--- src/rtl/pong_sprite_renderer.sv ---
`default_nettype none
// ============================================================================
//  Module   : pong_sprite_renderer
//  Purpose  : Draws N_SPRITES rectangular sprites over a flat background.
//             The CPU loads a shadow sprite table. A commit copies the whole
//             shadow table into the active table at the next frame_start,
//             so a frame is always drawn from one consistent table.
//             Stage 1 registers the per-sprite hit vector, pix_valid and
//             sync_in. Stage 2 selects the colour and registers rgb_out.
//  Ports    : clk, rst (async, active-low)
//             h_cnt, v_cnt, pix_valid, sync_in, frame_start  - timing in
//             wr_en, wr_idx, wr_px/py/hw/hh, wr_color,
//             wr_enable, cfg_commit                          - CPU side
//             commit_pending                                 - status
//             rgb_out, rgb_valid, sync_out                   - VGA out
//  Revision : 1.0  initial release
// ============================================================================
module pong_sprite_renderer #(
    parameter int          N_SPRITES = 4,
    parameter int          IDX_W     = 2,
    parameter int          COORD_W   = 16,
    parameter logic [11:0] BG_COLOR  = 12'h111,
    parameter int          LATENCY   = 2
) (
    input  logic               clk,
    input  logic               rst,
    input  logic [COORD_W-1:0] h_cnt,
    input  logic [COORD_W-1:0] v_cnt,
    input  logic               pix_valid,
    input  logic [1:0]         sync_in,
    input  logic               frame_start,
    input  logic               wr_en,
    input  logic [IDX_W-1:0]   wr_idx,
    input  logic [COORD_W-1:0] wr_px,
    input  logic [COORD_W-1:0] wr_py,
    input  logic [COORD_W-1:0] wr_hw,
    input  logic [COORD_W-1:0] wr_hh,
    input  logic [11:0]        wr_color,
    input  logic               wr_enable,
    input  logic               cfg_commit,
    output logic               commit_pending,
    output logic [11:0]        rgb_out,
    output logic               rgb_valid,
    output logic [1:0]         sync_out
);

    localparam logic [IDX_W:0] c_N_SPR = (IDX_W+1)'(N_SPRITES);

    // Shadow (CPU-written) and active (frame-stable) sprite tables
    logic [COORD_W-1:0] r_sh_px    [N_SPRITES];
    logic [COORD_W-1:0] r_sh_py    [N_SPRITES];
    logic [COORD_W-1:0] r_sh_hw    [N_SPRITES];
    logic [COORD_W-1:0] r_sh_hh    [N_SPRITES];
    logic [11:0]        r_sh_color [N_SPRITES];
    logic               r_sh_en    [N_SPRITES];

    logic [COORD_W-1:0] r_act_px    [N_SPRITES];
    logic [COORD_W-1:0] r_act_py    [N_SPRITES];
    logic [COORD_W-1:0] r_act_hw    [N_SPRITES];
    logic [COORD_W-1:0] r_act_hh    [N_SPRITES];
    logic [11:0]        r_act_color [N_SPRITES];
    logic               r_act_en    [N_SPRITES];

    logic                 r_commit_pending;
    logic                 w_commit_now;
    logic                 w_wr_ok;
    logic [N_SPRITES-1:0] w_hit;
    logic [N_SPRITES-1:0] r_hit;
    logic                 r_vld_pipe  [LATENCY];
    logic [1:0]           r_sync_pipe [LATENCY];
    logic [11:0]          w_color;
    logic [11:0]          r_rgb;

    assign w_commit_now = frame_start && (r_commit_pending || cfg_commit);
    assign w_wr_ok      = wr_en && ({1'b0, wr_idx} < c_N_SPR);

    // ------------------------------------------------------------------
    // Sprite tables and commit handshake. The active copy uses the
    // pre-edge shadow contents, so a write landing on the commit edge
    // only reaches the shadow table.
    // ------------------------------------------------------------------
    always_ff @(posedge clk or negedge rst) begin
        if (!rst) begin
            for (int i = 0; i < N_SPRITES; i++) begin
                r_sh_px[i]     <= '0;
                r_sh_py[i]     <= '0;
                r_sh_hw[i]     <= '0;
                r_sh_hh[i]     <= '0;
                r_sh_color[i]  <= '0;
                r_sh_en[i]     <= 1'b0;
                r_act_px[i]    <= '0;
                r_act_py[i]    <= '0;
                r_act_hw[i]    <= '0;
                r_act_hh[i]    <= '0;
                r_act_color[i] <= '0;
                r_act_en[i]    <= 1'b0;
            end
            r_commit_pending <= 1'b0;
        end else begin
            if (w_wr_ok) begin
                r_sh_px[wr_idx]    <= wr_px;
                r_sh_py[wr_idx]    <= wr_py;
                r_sh_hw[wr_idx]    <= wr_hw;
                r_sh_hh[wr_idx]    <= wr_hh;
                r_sh_color[wr_idx] <= wr_color;
                r_sh_en[wr_idx]    <= wr_enable;
            end
            if (w_commit_now) begin
                for (int i = 0; i < N_SPRITES; i++) begin
                    r_act_px[i]    <= r_sh_px[i];
                    r_act_py[i]    <= r_sh_py[i];
                    r_act_hw[i]    <= r_sh_hw[i];
                    r_act_hh[i]    <= r_sh_hh[i];
                    r_act_color[i] <= r_sh_color[i];
                    r_act_en[i]    <= r_sh_en[i];
                end
                r_commit_pending <= 1'b0;
            end else if (cfg_commit) begin
                r_commit_pending <= 1'b1;
            end
        end
    end

    // ------------------------------------------------------------------
    // Per-sprite hit test. On the commit cycle the first pixel of the new
    // frame is tested against the shadow values being committed, so the
    // new table is visible from that pixel on. Sums are one bit wider
    // than the coordinates so neither edge of the screen wraps.
    // ------------------------------------------------------------------
    generate
        for (genvar gi = 0; gi < N_SPRITES; gi++) begin : g_sprite
            logic [COORD_W:0] w_px;
            logic [COORD_W:0] w_py;
            logic [COORD_W:0] w_hw;
            logic [COORD_W:0] w_hh;
            logic             w_en;
            logic [COORD_W:0] w_h;
            logic [COORD_W:0] w_v;

            assign w_px = {1'b0, w_commit_now ? r_sh_px[gi] : r_act_px[gi]};
            assign w_py = {1'b0, w_commit_now ? r_sh_py[gi] : r_act_py[gi]};
            assign w_hw = {1'b0, w_commit_now ? r_sh_hw[gi] : r_act_hw[gi]};
            assign w_hh = {1'b0, w_commit_now ? r_sh_hh[gi] : r_act_hh[gi]};
            assign w_en = w_commit_now ? r_sh_en[gi] : r_act_en[gi];
            assign w_h  = {1'b0, h_cnt};
            assign w_v  = {1'b0, v_cnt};

            assign w_hit[gi] = w_en
                            && ((w_h + w_hw) > w_px) && (w_h < (w_px + w_hw))
                            && ((w_v + w_hh) > w_py) && (w_v < (w_py + w_hh));
        end
    endgenerate

    // Stage 1 captures the hit vector; valid/sync travel in a delay line
    // whose first tap is the stage-1 value and last tap drives the pins.
    always_ff @(posedge clk or negedge rst) begin
        if (!rst) begin
            r_hit <= '0;
            for (int i = 0; i < LATENCY; i++) begin
                r_vld_pipe[i]  <= 1'b0;
                r_sync_pipe[i] <= 2'b00;
            end
        end else begin
            r_hit          <= w_hit;
            r_vld_pipe[0]  <= pix_valid;
            r_sync_pipe[0] <= sync_in;
            for (int i = 1; i < LATENCY; i++) begin
                r_vld_pipe[i]  <= r_vld_pipe[i-1];
                r_sync_pipe[i] <= r_sync_pipe[i-1];
            end
        end
    end

    // Lowest index wins: scan from the top so lower indices overwrite.
    always_comb begin
        w_color = BG_COLOR;
        for (int i = N_SPRITES - 1; i >= 0; i--) begin
            if (r_hit[i]) begin
                w_color = r_act_color[i];
            end
        end
    end

    always_ff @(posedge clk or negedge rst) begin
        if (!rst) begin
            r_rgb <= 12'h000;
        end else begin
            r_rgb <= r_vld_pipe[0] ? w_color : 12'h000;
        end
    end

    assign commit_pending = r_commit_pending;
    assign rgb_out        = r_rgb;
    assign rgb_valid      = r_vld_pipe[LATENCY-1];
    assign sync_out       = r_sync_pipe[LATENCY-1];

endmodule
`default_nettype wire

--- config.mk ---
export PLATFORM = sky130hd
export DESIGN_NAME = pong_sprite_renderer
export DESIGN_NICKNAME = d
export VERILOG_FILES = /design/src/rtl/pong_sprite_renderer.sv
export SDC_FILE = /design/constraint.sdc
export NUM_CORES = 2
export LEC_CHECK = 0
export CORE_MARGIN = 2
export CORE_UTILIZATION = 30
export DETAILED_ROUTE_END_ITERATION = 8
export SLEW_MARGIN = 20
export SYNTH_ARGS = -nofsm -noshare
export SYNTH_HDL_FRONTEND = slang
export SYNTH_SLANG_ARGS = --single-unit
--- constraint.sdc ---
create_clock -name clk -period 6.75 [get_ports clk]
set_input_delay 1.35 -clock clk [delete_from_list [all_inputs] [get_ports clk]]
set_output_delay 1.35 -clock clk [all_outputs]
set_load 0.02 [all_outputs]
==> impl_metrics.csv <==
group,metric,value,unit
clocking,clkLatencyLatePin,0.70,ns
logic_synthesis,syn_nets,4448,
drt,num_vias,30135,
logic_synthesis,yosysWarnings,0,
worst_setup_path,critPathKind,"primary input to flip-flop",
logic_synthesis,syn_inst,3805,
die,design.core.area,139000,um^2
finish,finalNetCount,4678,
logic_synthesis,synth_edf_count,0,
clocking,clock-root-buffer,"clkbuf_16",
power_and_ir_drop,total_power,20.1,mW
place,post_dp_cell_area,46500,um^2
clocking,htreeDepth,3,
clocking,tritoncts,"built",
drt,drc,0,
timing,tightest_slew,0.930,ns
timing,rsz0062_at_grt,"false",
drt,drtPass1Iterations,6,
worst_hold_path,hold_path_class,"flip-flop to flip-flop",
place,gp_congestion,0.907,
worst_setup_path,cp-start-kind,"primary input",
outcome,status,"completed",
worst_setup_path,endpoint_kind,"flip-flop",
logic_synthesis,syn_area_per_cell,11.1,um^2
clocking,hold_buffers,0,
power_and_ir_drop,pwr-share-comb,51.3,%
clocking,clock-sinks,639,
finish,nFillCells,13855,
global_routing,grt_overflow,0,
clocking,cts_resized,0,
drt,finalWirelength,116000,um
power_and_ir_drop,p_leak,22.3,nW
timing,min_period,6.18,ns
place,dpl.hpwl,87500,um
clocking,cts_setup_buffers,0,
die,fp-row-count,137,
finish,fin_area,49200,um^2
logic_synthesis,syn_area,42100,um^2
clocking,clock_path_buffers,3,
timing,fmax,162,MHz
drt,viasPerCell,5.04,
timing,report.final.slew_viol_count,0,
power_and_ir_drop,swShare,38.7,%
logic_synthesis,synth_cell_type_count,69,
global_routing,grt_start_max_net_pins,156,
die,die_w,379,um
timing,hold_viol,0,
worst_setup_path,crit_required,7.28,ns
global_routing,grt_pass1_vias,30897,
power_and_ir_drop,seqPwrFrac,25.9,%
logic_synthesis,ys.flop_type,"dfrtp_1",
finish,drive_gt1_share,24.1,%
die,die_height,379,um
place,portBuffers,134,
power_and_ir_drop,ir_drop,0.194,mV
drt,routed-wl-met2,55400,um
die,start_util,30.2,%
global_routing,gr-usage-all-layers,16.2,%
drt,drtAntennaViolNets,0,
drt,drt-met1-wl,54000,um
worst_setup_path,crit_fanout,29,
timing,fin_skew,0.0595,ns
finish,finalNonFillerCells,5974,
timing,relSlewSlack,38.0,%
drt,drt_iter0_drc,1565,
power_and_ir_drop,power.internal,12.3,mW
global_routing,grt_pass1_wl,180000,um
timing,setup_viol_count_final,0,
place,numPlacedInstances,5831,
drt,wl_per_cell,19.4,um
clocking,cts_buffers,78,
die,dieArea,143000,um^2
die,io_pins,135,
timing,fin_hold_ws,0.354,ns
finish,finish.utilization,35.3,%
worst_setup_path,r2r_slack,1.30,ns
power_and_ir_drop,p_per_area,407,nW/um^2
worst_setup_path,arrival,6.71,ns
finish,syn2layout_area_growth,16.9,%
power_and_ir_drop,power_frac_clock,22.8,%
timing,final.period_utilization,91.5,%
power_and_ir_drop,power.switching,7.76,mW
drt,top_layer,"met4",
job,maxCapViolations,0,
logic_synthesis,yosys_register_bits,639,
clocking,clk_pin_slew,0.06,ns
global_routing,antenna_found_initial,18,
drt,dr_wl_met3,4000,um
logic_synthesis,ys_seq_area_share,38.0,%
logic_synthesis,async_flop_share,100,%
worst paths after layout:
path / start / end / cells after the start
max reg2reg: commit_pending$_DFFE_PN0P_ / r_hit[1]$_DFF_PN0_ / 21
min: r_sync_pipe[3]$_DFF_PN0_ / sync_out[1]$_DFF_PN0_ / 0
max in group asynchronous: rst / r_act_hw[3]$_DFFE_PN0N_ / 2
max: cfg_commit / r_hit[1]$_DFF_PN0_ / 22
min reg2reg: r_sync_pipe[3]$_DFF_PN0_ / sync_out[1]$_DFF_PN0_ / 0
min in group asynchronous: rst / r_sh_color[41]$_DFFE_PN0P_ / 1
through the flow:
stage	worst slack [ns]	TNS (ns)
after floorplan	0.644	0
after global placement	-0.0304	-0.0304
after detailed placement	-0.0177	-0.0215
after CTS	0.668	0
after global routing	0.304	0
final	0.572	0
registers in the layout, indices dropped and copies added (netlist names), 12 cells and up:
signal	cells
r_act_py	64
r_sh_py	64
r_act_hh	64
r_act_px	64
r_sh_color	48
rgb_out	12
r_sh_px	64
r_act_color	48
r_act_hw	64
r_sh_hw	64
r_sh_hh	64
cell families after synthesis:
group,count (synthesis),share of synthesized area [%]
AND/OR/NAND/NOR,640,7.48
adder cells (fa/ha/maj),524,15.9
buffers and inverters,284,2.62
AO/OA/AOI/OAI,740,11.2
flip-flops,639,38.0
XOR/XNOR,189,3.93
multiplexers,789,20.9
synth_stat cells (6+ instances only):
cell type / count / area share, %
a211o_1: 13 / 0.27
clkbuf_1: 47 / 0.42
and2_1: 19 / 0.28
nor3_1: 64 / 0.76
inv_1: 190 / 1.7
fa_1: 16 / 0.76
a21oi_1: 219 / 2.6
nor2_1: 191 / 1.7
nand2_1: 114 / 1.0
ha_1: 508 / 15
nor4_1: 8 / 0.12
buf_2: 25 / 0.30
xnor2_1: 110 / 2.3
a2111oi_0: 9 / 0.19
nor2b_1: 35 / 0.52
mux2_2: 724 / 19
or2_2: 9 / 0.13
o21ai_1: 9 / 0.11
a211oi_1: 41 / 0.73
nand3_1: 51 / 0.61
or3_1: 27 / 0.40
xor2_1: 79 / 1.6
nand4_1: 37 / 0.55
and3_1: 19 / 0.28
mux2i_1: 65 / 1.5
o31ai_1: 6 / 0.11
o21ai_0: 165 / 2.0
buf_1: 20 / 0.18
o21bai_1: 23 / 0.41
o22ai_1: 7 / 0.10
nand2b_1: 44 / 0.65
o21a_1: 40 / 0.71
o211ai_1: 22 / 0.39
dfrtp_1: 639 / 38
o2111ai_1: 7 / 0.15
a31oi_1: 21 / 0.31
a21o_1: 81 / 1.4
a22oi_1: 9 / 0.16
a41o_1: 7 / 0.17
layer usage:
metal | vias up | track usage [%]
met5 | - | 0
met3 | 168 | 1.83
met2 | 502 | 27.9
met4 | 0 | 4.37
li1 | 14404 | -
met1 | 15061 | 21.5
critical path: stages:
cell and delay [ns]:
clkdlybuf4s50_1 0.46, o21ai_4 0.19, buf_12 0.22, buf_12 0.22, mux2_2 0.38, ha_1 0.31
a211oi_1 0.37, o21ai_0 0.20, a41oi_1 0.31, a21oi_1 0.17, a211oi_1 0.40, o21bai_1 0.10
a21oi_1 0.19, xnor2_1 0.09, ha_1 0.36, nand4_1 0.12, or4_1 0.57, o221ai_1 0.19
a21oi_1 0.07, a21o_1 0.19, a21oi_1 0.15, a211oi_1 0.07
area by class of cell:
cell class                      instances  area [um^2]  share of cell area, %
Clock inverter                         35          616                   1.25
Tap cell                             1876         2350                   4.77
Antenna cell                            5         12.5                 0.0254
Inverter                              190          713                   1.45
Clock buffer                          103         2170                   4.40
Sequential cell                       639        16000                   32.5
Timing Repair Buffer                  244         2350                   4.77
Multi-Input combinational cell       2882        25100                   50.9
cell usage in the layout (no fill, tap or decap), types with 12 or more instances in the layout:
| master | n |
|---|---|
| a211o_1 | 13 |
| a211oi_1 | 41 |
| clkbuf_1 | 13 |
| nand2_1 | 114 |
| inv_1 | 190 |
| or3_1 | 27 |
| nand2b_1 | 44 |
| o211ai_1 | 22 |
| nor3_1 | 64 |
| xor2_1 | 79 |
| o21ai_0 | 165 |
| ha_1 | 508 |
| nand4_1 | 37 |
| nor2_1 | 191 |
| nor2b_1 | 35 |
| xnor2_1 | 110 |
| bufinv_16 | 12 |
| clkbuf_16 | 78 |
| clkbuf_8 | 12 |
| fa_1 | 16 |
| and3_1 | 19 |
| nand3_1 | 50 |
| mux2_2 | 724 |
| a31oi_1 | 21 |
| o21a_1 | 40 |
| a21o_1 | 81 |
| dfrtp_1 | 639 |
| a21oi_1 | 219 |
| buf_4 | 96 |
| buf_12 | 14 |
| mux2i_1 | 65 |
| o21bai_1 | 23 |
| clkdlybuf4s50_1 | 133 |
| and2_1 | 19 |
power groups by stage:
stage | logic (mW) | clock network, mW | registers (mW)
3_3_place_gp | 10.0 | 0 | 5.21
2_1_floorplan | 7.62 | 0 | 5.10
5_1_grt | 11.6 | 4.83 | 5.30
4_1_cts | 10.3 | 4.68 | 5.19
6_report | 10.3 | 4.57 | 5.19
3_5_place_dp | 10.2 | 0 | 5.25
(Power assumes the default switching activity.)
